<file path="src/rtl/base_display_pkg.sv">
// Shared base encodings and the Dec->Oct->Hex cycling rule for the display controller.
package base_display_pkg;

  typedef enum logic [1:0] {
    BASE_DEC = 2'b00,
    BASE_OCT = 2'b01,
    BASE_HEX = 2'b10
  } base_t;

  function automatic base_t next_base(input base_t b);
    case (b)
      BASE_DEC: return BASE_OCT;
      BASE_OCT: return BASE_HEX;
      default:  return BASE_DEC;
    endcase
  endfunction

endpackage

</file>
<file path="src/rtl/base_display_controller_debouncer.sv">
// Button conditioner: 2-FF synchronizer, stability counter, and a one-cycle press pulse
// on each debounced rising edge.
module button_debouncer
  import base_display_pkg::*;
#(
  parameter int DEBOUNCE_CYCLES = 250000
) (
  input  logic clk,
  input  logic rst_n,
  input  logic btn,
  output logic level,
  output logic press
);

  localparam int CW = $clog2(DEBOUNCE_CYCLES + 1);

  logic          sync_p0;
  logic          sync_p1;
  logic [CW-1:0] cnt;

  always_ff @(posedge clk) begin
    if (!rst_n) begin
      sync_p0 <= 1'b0;
      sync_p1 <= 1'b0;
      level   <= 1'b0;
      cnt     <= '0;
      press   <= 1'b0;
    end else begin
      sync_p0 <= btn;
      sync_p1 <= sync_p0;
      press   <= 1'b0;
      // Any cycle agreeing with the current level restarts the stability count.
      if (sync_p1 != level) begin
        if (cnt == CW'(DEBOUNCE_CYCLES - 1)) begin
          level <= sync_p1;
          cnt   <= '0;
          press <= sync_p1;
        end else begin
          cnt <= cnt + 1'b1;
        end
      end else begin
        cnt <= '0;
      end
    end
  end

endmodule

</file>
<file path="src/rtl/base_display_controller.sv">
// Digit scanner and base-select sequencer for the RPN ALU display multiplexer.
// Optional feature: define BASE_AUTO_CYCLE_EN to add the AutoCiclo automatic base stepping.
module base_display_controller
  import base_display_pkg::*;
#(
`ifdef BASE_AUTO_CYCLE_EN
  parameter int AUTO_FRAMES     = 1000,
`endif
  parameter int NUM_DIGITS      = 4,
  parameter int SCAN_CYCLES     = 50000,
  parameter int BLANK_CYCLES    = 500,
  parameter int DEBOUNCE_CYCLES = 250000
) (
  input  logic                          Clock,
  input  logic                          Reset_n,
  input  logic                          BotaoBase,
`ifdef BASE_AUTO_CYCLE_EN
  input  logic                          AutoCiclo,
`endif
  output logic [1:0]                    Base,
  output logic [$clog2(NUM_DIGITS)-1:0] Digito,
  output logic [NUM_DIGITS-1:0]         Anodos,
  output logic                          Blank,
  output logic                          BaseMudou
);

  localparam int DW = $clog2(NUM_DIGITS);
  localparam int SW = $clog2(SCAN_CYCLES);

  logic          press;
  logic          btn_level;
  logic          auto_ev;
  logic [SW-1:0] scnt;
  logic [SW-1:0] scnt_nxt;
  logic [DW-1:0] dig_nxt;
  logic          scan_end;
  logic          wrap;
  base_t         base_cur;
  base_t         base_prox;
  base_t         prox_eff;
  base_t         base_nxt;
  logic          mudou_nxt;

  button_debouncer #(
    .DEBOUNCE_CYCLES(DEBOUNCE_CYCLES)
  ) u_debouncer (
    .clk   (Clock),
    .rst_n (Reset_n),
    .btn   (BotaoBase),
    .level (btn_level),
    .press (press)
  );

  always_comb begin
    scan_end = (scnt == SW'(SCAN_CYCLES - 1));
    scnt_nxt = scan_end ? '0 : scnt + 1'b1;
    dig_nxt  = Digito;
    wrap     = 1'b0;
    if (scan_end) begin
      if (Digito == DW'(NUM_DIGITS - 1)) begin
        dig_nxt = '0;
        wrap    = 1'b1;
      end else begin
        dig_nxt = Digito + 1'b1;
      end
    end
  end

  // Scan stage: anodes follow the digit that will be active next cycle.
  always_ff @(posedge Clock) begin
    if (!Reset_n) begin
      scnt   <= '0;
      Digito <= '0;
      Anodos <= '1;
      Blank  <= 1'b1;
    end else begin
      scnt   <= scnt_nxt;
      Digito <= dig_nxt;
      if (scnt_nxt < SW'(BLANK_CYCLES)) begin
        Anodos <= '1;
        Blank  <= 1'b1;
      end else begin
        Anodos <= ~(NUM_DIGITS'(1) << dig_nxt);
        Blank  <= 1'b0;
      end
    end
  end

`ifdef BASE_AUTO_CYCLE_EN
  localparam int FW = $clog2(AUTO_FRAMES + 1);

  logic [FW-1:0] fcnt;

  assign auto_ev = AutoCiclo && wrap && (fcnt == FW'(AUTO_FRAMES - 1));

  always_ff @(posedge Clock) begin
    if (!Reset_n || !AutoCiclo) begin
      fcnt <= '0;
    end else if (wrap) begin
      fcnt <= auto_ev ? '0 : fcnt + 1'b1;
    end
  end
`else
  assign auto_ev = 1'b0;
`endif

  // A press and an automatic step landing on the same cycle advance the base twice.
  always_comb begin
    prox_eff = base_prox;
    if (press) begin
      prox_eff = next_base(prox_eff);
    end
    if (auto_ev) begin
      prox_eff = next_base(prox_eff);
    end
    base_nxt  = base_cur;
    mudou_nxt = 1'b0;
    if (wrap) begin
      base_nxt  = prox_eff;
      mudou_nxt = (prox_eff != base_cur);
    end
  end

  // Base stage: the pending base is only committed at the frame boundary.
  always_ff @(posedge Clock) begin
    if (!Reset_n) begin
      base_prox <= BASE_DEC;
      base_cur  <= BASE_DEC;
      BaseMudou <= 1'b0;
    end else begin
      base_prox <= prox_eff;
      base_cur  <= base_nxt;
      BaseMudou <= mudou_nxt;
    end
  end

  assign Base = base_cur;

endmodule

</file>
<file path="config.mk">
export PLATFORM = sky130hd
export DESIGN_NAME = base_display_controller
export DESIGN_NICKNAME = d
export VERILOG_FILES = /design/src/rtl/base_display_pkg.sv /design/src/rtl/base_display_controller_debouncer.sv /design/src/rtl/base_display_controller.sv
export SDC_FILE = /design/constraint.sdc
export NUM_CORES = 1
export LEC_CHECK = 0
export CORE_MARGIN = 2
export CORE_UTILIZATION = 40
export CTS_CLUSTER_DIAMETER = 200
export DETAILED_ROUTE_END_ITERATION = 10
export GPL_ROUTABILITY_DRIVEN = 1
export GPL_TIMING_DRIVEN = 1
export MAX_ROUTING_LAYER = met4
export PLACE_DENSITY = 0.64
export SETUP_SLACK_MARGIN = 0.4
export SLEW_MARGIN = 10
export SYNTH_ARGS = -nofsm -noshare
export SYNTH_HDL_FRONTEND = slang
export SYNTH_HIERARCHICAL = 1
export SYNTH_SLANG_ARGS = --single-unit
</file>
<file path="constraint.sdc">
create_clock -name Clock -period 4.4 [get_ports Clock]
set_input_delay 0.66 -clock Clock [delete_from_list [all_inputs] [get_ports Clock]]
set_output_delay 0.66 -clock Clock [all_outputs]
set_load 0.02 [all_outputs]
</file>
==> results of run 1 <==
## power by group through the flow
| stage | combinational, W | sequential (W) | clock (W) |
|---|---|---|---|
| after detailed placement | 0.0000142 | 0.000471 | 0 |
| final | 0.0000140 | 0.000460 | 0.000274 |
| after CTS | 0.0000145 | 0.000460 | 0.000292 |
| after floorplan | 0.0000112 | 0.000469 | 0 |
| after global routing | 0.0000162 | 0.000461 | 0.000306 |
| after global placement | 0.0000141 | 0.000471 | 0 |
## critical path, stage by stage, from the launching register on
cell	delay [ns]
dfxtp_1	0.44
ha_1	0.25
nand2_1	0.21
nor3_1	0.46
o311ai_0	0.21
o221a_4	0.31
o21bai_1	0.15
## flip-flops by register name, indices dropped and copies added (netlist names)
register             cells
u_debouncer/sync_p1      1
u_debouncer/level        1
Anodos                   4
Digito                   2
BaseMudou                1
u_debouncer/sync_p0      1
Base                     2
Blank                    1
u_debouncer/cnt         18
u_debouncer/press        1
scnt                    16
base_prox                2
## per-layer routing
metal  vias to the layer above  GRT usage, %  wire, um
met1                       871          19.2      2340
li1                       1002             -         -
met3                         2          2.61       106
met4                         0          6.89        34
met5                         -             -         0
met2                        22          23.3      1890
## logic make-up after synthesis
group,Yosys count
AO/OA/AOI/OAI,33
buffers and inverters,20
AND/OR/NAND/NOR,143
multiplexers,2
adder cells (fa/ha/maj),3
flip-flops,50
XOR/XNOR,29
## cell usage after synthesis, drive strengths merged (3+ instances only)
cell / number / share of area, %
nand3: 14 / 3.2
nor3: 14 / 2.8
a21oi: 8 / 1.6
nor4: 12 / 3.9
clkbuf: 3 / 0.46
xor2: 5 / 1.8
and2: 7 / 1.8
buf: 10 / 2.7
nand4: 11 / 3.9
nor2: 40 / 6.1
inv: 6 / 0.91
dfxtp: 50 / 40
nand2b: 3 / 0.76
xnor2: 24 / 8.5
o21ai: 6 / 1.4
and3: 4 / 1.0
or3: 5 / 1.3
nand2: 21 / 3.8
ha: 3 / 1.5
## final cells by class
type	count	area [sq um]	share of cell area, %
multi-input combinational	210	1370	50.6
sequential	50	1000	37.0
timing repair buffer	12	120	4.44
tap	75	93.8	3.47
clock buffer	6	82.6	3.05
inverter	7	26.3	0.972
clock inverter	2	12.5	0.463
## per-stage QoR
stage	cell area, sq um	std cells	power (W)
finish	2700	362	0.000748
detailed placement	2610	354	0.000485
floorplan	2470	280	0.000480
global route	2700	362	0.000783
CTS	2700	362	0.000766
global placement	2610	354	0.000485
## worst paths after layout
kind                         endpoint  slack, ns  cells after the start
setup / recovery            Anodos[0]       2.26                      6
hold reg to reg   u_debouncer/sync_p1       0.46                      1
hold / removal    u_debouncer/sync_p1       0.46                      1
setup reg to reg            Anodos[0]       2.26                      6
==> impl_results.md, run 1 <==
* Outcome: completed
* Layout cell share with drive strength beyond 1 at 9.06%
* WL final at 4370 um
* Io pins at 13
* Clock sink total at 50
* Critical Path RT at 4.59 ns
* Worst slew pin tran at 0.696 ns
* Worst-skew pair later-pin latency at 0.30 ns
* Relative slew slack at 53.6%
* Critical R2R Launch: scnt[0]
* Switch share at 21.5%
* Via/cell ratio at 5.24
* Startpoint Class: register
* Worst vdd ir at 0.128 mV
* Htree depth at 2
* Post-Syn Nets at 286
* Setup_tns at 0 ns
* Crit path capture type: register
* Hold WS at 0.456 ns
* CTS Buf Count at 5
* Maximum root-to-sink buffer count at 2
* Mapped Cells at 280
* DRC at 0
* RSZ-0062 raised after global routing: no
* Clk slew on worst S/H paths at 0.09 ns
* Most frequent cells in the layout: dfxtp_1, nor2_1, xnor2_1
* Min-delay worst type: reg2reg
* Dpl ws at 2.01 ns
* Leading register cell type out of synthesis: dfxtp_1
* Port Buf Inserts at 12
* Fmax at 467 MHz
* Adder-Cell Fraction of Synth Area at 1.52%
* Syn_area_per_cell at 8.83 sq um
* Pin count of the biggest net entering global routing at 18
* Via count at 1897
* WL/cell at 12.1 um
* Largest family of logic cells by synthesized area: simple AND/OR/NAND/NOR gates
* Post-route ant nets at 0
* CTS tree: built
* Cell variety after synth at 54
* Max Slew Vio Count at 0
* Final #Nets at 292
* Horiz. Die Dim at 82.6 um
* # setup viols final at 0
* Area grow syn2layout at 9.31%
* Final WS setup at 2.26 ns
* Total die area at 0.00683 sq mm
* Post-route minimum period at 2.14 ns
* Post-CTS Setup Inserts at 0
* Core outline area at 0.00596 sq mm
* Cell Rows at 28
* Post-synth EDFFs at 0
* Final Skew at 0.00519 ns
* Cell area power density at 277 mW/mm^2
* Synth Area in Simple Gates at 32.6%
* Vias in the first global route at 1754
* Pre-antenna DRT Iters at 4
* Critical path data arrival time at 2.33 ns
* Synth Cell Area at 0.00247 sq mm
* Ys async rst share at 0%
* Hold buffers post-CTS at 0
* Critical path class: reg2reg
* HP Start: u_debouncer/sync_p0
* Post_cts resized at 0
* Register area share after synthesis at 40.5%
* Part of the power in combinational logic at 1.9%
* DPL Wire Length at 3080 um
* Total global-route track usage at 15.1%
* Util after Layout at 45.4%
* Initial antenna violation count at 0
* Total of max-cap violations at 0
* Post-Synth XOR/XNOR Area at 10.3%
* FF+latch count, synth at 50
* Initial Util at 41.5%
* Yosys warns at 6
* P_sw at 0.000161 W
* Int Pwr at 0.000587 W
* CTS root buf: clkbuf_8
* First-pass GRT wire length at 7760 um
* Tcrit/Tclk final at 48.6%
* CP startpoint: scnt[0]
* Fillers at 585
* Compound-cell area share of the yosys netlist at 10.1%
* CP Max Fanout at 7
* Commonest non-fill, non-tap cell in the layout: dfxtp_1
* Die Y at 82.6 um
* Clk pwr share at 36.6%
* Final RePlAce weighted congestion at 0.825
* Post-synthesis mux area share at 0.809%
* Pleak at 0.825 nW
* Register share of total power at 61.5%
* Gr ovfl total at 0
* ANT cells at 0
* Hold Vio Cnt, Final at 0
* DR iter-0 viols at 84
(Power assumes the default switching activity.)
==> inputs of run 2 (changes only) <==
clock period = 1.98 ns   (was 4.4 ns; I/O delays follow)
==> run 2 against run 1 <==
  * Maximum frequency is 18% higher
  * Utilization is 8.3 points higher
  * Sequential share of layout area down 4.0 points
  * Combinational power increased to 4.4 times the previous value
  * Clock-buffer cell count stayed put
  * Hold slack lost 0.012 ns
  * Critical path depth unchanged
  * First-iteration DRC count grew 100%
  * Global-route usage is 1.8 points higher
  * Cell count increased by 7.2%
  * Sequential cell count unchanged
  * Critical endpoint unchanged
==> impl_results.md, run 2 (same netlist as run 1, synthesis figures left out) <==
* Outcome: completed
* Die Y at 82.6 um
* Post-route minimum period at 1.81 ns
* Clock sink total at 50
* Initial Util at 41.5%
* DPL Wire Length at 3440 um
* Hold Vio Cnt, Final at 0
* Area grow syn2layout at 29.2%
* Hold WS at 0.444 ns
* Max reg flops at 18
* Register share of total power at 56.0%
* Largest register by flop count: u_debouncer/cnt
* Core outline area at 0.00596 sq mm
* Final Skew at 0.00469 ns
* DRC at 0
* Final #Nets at 319
* Horiz. Die Dim at 82.6 um
* CTS Buf Count at 5
* Biggest regs: u_debouncer/cnt: 18 flops, scnt: 16 flops, Anodos: 4 flops
* Cell Rows at 28
* P_sw at 0.000368 W
* Final RePlAce weighted congestion at 0.793
* Most frequent cells in the layout: nor2_1, dfxtp_1, xnor2_1, buf_4, nand2_1
* Post-route cell area at 0.00320 sq mm
* # setup viols final at 0
* Worst-skew pair later-pin latency at 0.30 ns
* Worst vdd ir at 0.292 mV
* Startpoint Class: register
* CP startpoint: scnt[11]
* First-pass GRT wire length at 8680 um
* Critical path class: reg2reg
* WL final at 5370 um
* Total global-route track usage at 16.9%
* Critical R2R Launch: scnt[11]
* Via count at 2085
* Placed cell area at 0.00275 sq mm
* Part of the power in combinational logic at 3.4%
* Worst slew pin tran at 0.409 ns
* CP Max Fanout at 5
* Relative slew slack at 72.4%
* Dpl ws at 0.0978 ns
* Max Slew Vio Count at 0
* CTS tree: built
* Critical Path RT at 2.21 ns
* Initial antenna violation count at 0
* DR iter-0 viols at 170
* Io pins at 13
* # placed instances at 365
* Clk pwr share at 40.5%
* Htree depth at 2
* Critical path data arrival time at 2.05 ns
* Maximum root-to-sink buffer count at 2
* Cell area power density at 565 mW/mm^2
* Clk slew on worst S/H paths at 0.09 ns
* RSZ-0062 raised after global routing: yes
* HP Start: u_debouncer/sync_p0
* Worst R2R Setup Slack at 0.17 ns
* Tcrit/Tclk final at 91.7%
* Gr ovfl total at 0
* Final Instance Count excl. Fillers at 388
* Vias in the first global route at 1907
* Port Buf Inserts at 12
* Total die area at 0.00683 sq mm
* Total of max-cap violations at 0
* Pre-antenna DRT Iters at 4
* CTS root buf: clkbuf_8
* Crit path capture type: register
* ANT cells at 0
* Pin count of the biggest net entering global routing at 18
* Post-route ant nets at 0
* Via/cell ratio at 5.37
* Switch share at 20.4%
* Fmax at 551 MHz
* Layout cell share with drive strength beyond 1 at 30.4%
* Final WS setup at 0.165 ns
* Setup_tns at 0 ns
* Commonest non-fill, non-tap cell in the layout: nor2_1
* Pleak at 1.09 nW
* Min-delay worst type: reg2reg
* WL/cell at 13.8 um
* Int Pwr at 0.00144 W
run 2: changes by cell type in the layout (fill, tap and decap cells not counted), sizes merged:
cell / change
buf: +27
bufinv: +1
clkdlybuf4s50: -4
clkinv: -1
clkinvlp: -1
dlygate4sd2: +4
run 2: critical path, cell delays in order (launching register included):
cell      delay [ns]
dfxtp_2         0.33
or4_4           0.55
nor4_4          0.22
o21ai_1         0.12
o211ai_1        0.17
o221a_4         0.26
o21bai_1        0.10
run 2: final cells by class:
| cell class | instances | area (sq um) |
|---|---|---|
| clock buffers | 6 | 82.6 |
| clock inverters | 1 | 30.0 |
| fillers | 515 | 2760 |
| inverters | 7 | 26.3 |
| multi-input cells | 210 | 1570 |
| flip-flops and latches | 50 | 1060 |
| well taps | 75 | 93.8 |
| repair buffers | 39 | 333 |
run 2: final timing paths:
check	to	cells past startpoint
setup / recovery	Anodos[0]	6
hold reg to reg	u_debouncer/sync_p1	1
setup reg to reg	Anodos[0]	6
hold / removal	u_debouncer/sync_p1	1
run 2: per-stage QoR:
step / power [W] / utilization [%]
global route: 0.00187 / 53.7
detailed placement: 0.00109 / 46.2
global placement: 0.00109 / 46.2
CTS: 0.00183 / 50.9
floorplan: 0.00107 / -
finish: 0.00181 / 53.7
run 2: power groups by stage:
stage               Combinational, W  Sequential (W)  Clock, W
global placement           0.0000434         0.00105         0
finish                     0.0000622         0.00101  0.000732
global route               0.0000678         0.00101  0.000791
CTS                        0.0000582         0.00102  0.000752
detailed placement         0.0000426         0.00105         0
floorplan                  0.0000293         0.00104         0
run 2: routing by layer:
layer | GRT usage (%) | part of all wire [%] | up-vias
met5 | - | 0 | -
met4 | 5.74 | 1.9 | 0
met3 | 4.57 | 4.6 | 10
met2 | 25.6 | 45 | 51
met1 | 21.8 | 48 | 971
li1 | - | - | 1053
run 2: repair_timing:
item,4_1_cts,5_1_grt
pin swaps,2,10
hold buffers,0,0
setup endpoints to repair,44,42
resized for setup,37,27
buffers inserted,9,7
==> inputs of run 3 (changes only) <==
CORE_MARGIN = 8   (was 2)
GPL_ROUTABILITY_DRIVEN = default   (was 1)
clock period = 2.06 ns   (was 1.98 ns; I/O delays follow)
==> run 3 against run 2 <==
  * Routed wire length increased by 3.6%
  * Sequential power about the same
  * Global-route usage decreased by 4.1 points
  * Combinational power increased by 6.8%
  * Sequential cell count unchanged
  * Non-clock buffer count increased by 3
  * Critical path depth increased by 1
  * Die area increased by 31%
  * Hold slack improved by 0.013 ns
  * First-iteration DRC count decreased by 21%
  * Critical endpoint is now Anodos[2]
  * Highest routed layer unchanged
==> impl_results.md, run 3 (same netlist as run 1, synthesis figures left out) <==
* Outcome: completed
* Gr ovfl total at 0
* Maximum root-to-sink buffer count at 2
* Htree depth at 2
* Total of max-cap violations at 0
* Fmax at 542 MHz
* Biggest regs: u_debouncer/cnt: 18 flops, scnt: 16 flops, Anodos: 4 flops
* First-pass GRT wire length at 8950 um
* Worst Hold Depth at 1
* Critical path data arrival time at 2.04 ns
* DPL Wire Length at 3500 um
* Via/cell ratio at 5.41
* CTS root buf: clkbuf_8
* Crit path capture type: register
* Worst slew pin tran at 0.497 ns
* Cell area power density at 521 mW/mm^2
* Final RePlAce weighted congestion at 0.797
* Horiz. Die Dim at 94.6 um
* Final #Nets at 322
* ANT cells at 0
* Final Skew at 0.00936 ns
* Total global-route track usage at 12.8%
* CP Max Fanout at 4
* Area of the multi-input gates at 0.00154 sq mm
* Die Y at 94.6 um
* Hold Vio Cnt, Final at 0
* # placed instances at 362
* Clk slew on worst S/H paths at 0.10 ns
* Post-route ant nets at 0
* Critical R2R Launch: scnt[12]
* Worst-skew pair later-pin latency at 0.30 ns
* Pre-antenna DRT Iters at 4
* Initial antenna violation count at 0
* Worst vdd ir at 0.254 mV
* Pin count of the biggest net entering global routing at 18
* WL final at 5560 um
* WHS Endpoint: u_debouncer/sync_p1
* Total die area at 0.00896 sq mm
* Max Slew Vio Count at 0
* Largest register by flop count: u_debouncer/cnt
* Layout cell share with drive strength beyond 1 at 30.6%
* Fillers at 542
* Reg2Reg Capture Point: Anodos[2]
* Register area at 0.00104 sq mm
* Core outline area at 0.00596 sq mm
* Post-route cell area at 0.00315 sq mm
* Initial Util at 41.5%
* HP Start: u_debouncer/sync_p0
* Placed cell area at 0.00273 sq mm
* Post-route minimum period at 1.84 ns
* Setup_tns at 0 ns
* Port Buf Inserts at 12
* Vias in the first global route at 1861
* DRC at 0
* Relative slew slack at 66.5%
* Tcrit/Tclk final at 89.6%
* Clock sink total at 50
* Pleak at 1.07 nW
* Final Instance Count excl. Fillers at 392
* RSZ-0062 raised after global routing: yes
* Cell Rows at 28
* Area grow syn2layout at 27.5%
* Final WS setup at 0.215 ns
* # setup viols final at 0
* Critical Path RT at 2.26 ns
* Startpoint Class: register
* Max reg flops at 18
* Cells on worst reg2reg path at 7
* Dpl ws at 0.165 ns
* Most frequent cells in the layout: nor2_1, dfxtp_1, buf_4
* Min-delay worst type: reg2reg
* Critical path class: reg2reg
* Commonest non-fill, non-tap cell in the layout: nor2_1
* WL/cell at 14.2 um
* Io pins at 13
* CTS Buf Count at 5
* Hold WS at 0.457 ns
* Via count at 2119
* Worst R2R Setup Slack at 0.22 ns
* DR iter-0 viols at 134
* CTS tree: built
## run 3: cell count changes in the layout (fill, tap and decap cells not counted), sizes merged
| cell | previous run | this run |
|---|---|---|
| clkinv | 1 | 2 |
| bufinv | 1 | 0 |
| buf | 27 | 30 |
| clkinvlp | 0 | 1 |
## run 3: what timing repair did
item	in CTS	in global routing
gates cloned	1	0
setup buffers	18	3
endpoints found under the setup margin	26	41
pin swaps	14	12
hold buffers	0	0
gates resized for setup	29	30
## run 3: through the flow
stage                     total power (W)  util [%]
after floorplan                   0.00103         -
after global placement            0.00105      45.9
after detailed placement          0.00105      45.9
after CTS                         0.00166      50.8
after global routing              0.00171      53.0
final                             0.00164      53.0
## run 3: how the worst max path moves through the flow
stage	slack (ns)	endpoint	start
6_report	0.22	Anodos[2]	scnt[12]
5_1_grt	0.15	Anodos[2]	scnt[11]
4_1_cts	0.25	Anodos[0]	scnt[3]
3_5_place_dp	0.16	Anodos[0]	scnt[0]
3_3_place_gp	0.16	Anodos[0]	scnt[0]
2_1_floorplan	0.35	Base[1]	scnt[10]
## run 3: cell type report
class / instances / area share (%)
multi-input combinational: 210 / 48.7
clock inverter: 2 / 0.397
clock buffer: 6 / 2.62
timing repair buffer: 42 / 11.4
inverter: 7 / 0.833
sequential: 50 / 33.1
tap: 75 / 2.98
## run 3: per-layer routing
layer / vias to the layer above / global-route usage, % / part of all wire (%)
li1: 1064 / - / -
met1: 986 / 16.7 / 47
met4: 0 / 5.98 / 2.0
met5: - / - / 0
met3: 6 / 3.02 / 6.0
met2: 63 / 18.0 / 45
## run 3: critical path: stages, from the launching register on
cell and delay, ns:
dfxtp_1 0.36, or4_4 0.54, nor4_4 0.23, nand2_2 0.16, buf_4 0.16, nor2_1 0.09
o2bb2ai_1 0.13, nand2b_1 0.07
## run 3: power by group
group / total (W) / leakage (nW) / switching [W] / internal [W]
sequential: 0.000977 / 0.415 / 0.0000106 / 0.000966
clock: 0.000601 / 0.0472 / 0.000330 / 0.000271
combinational: 0.0000664 / 0.604 / 0.0000331 / 0.0000333
total: 0.00164 / 1.07 / 0.000374 / 0.00127
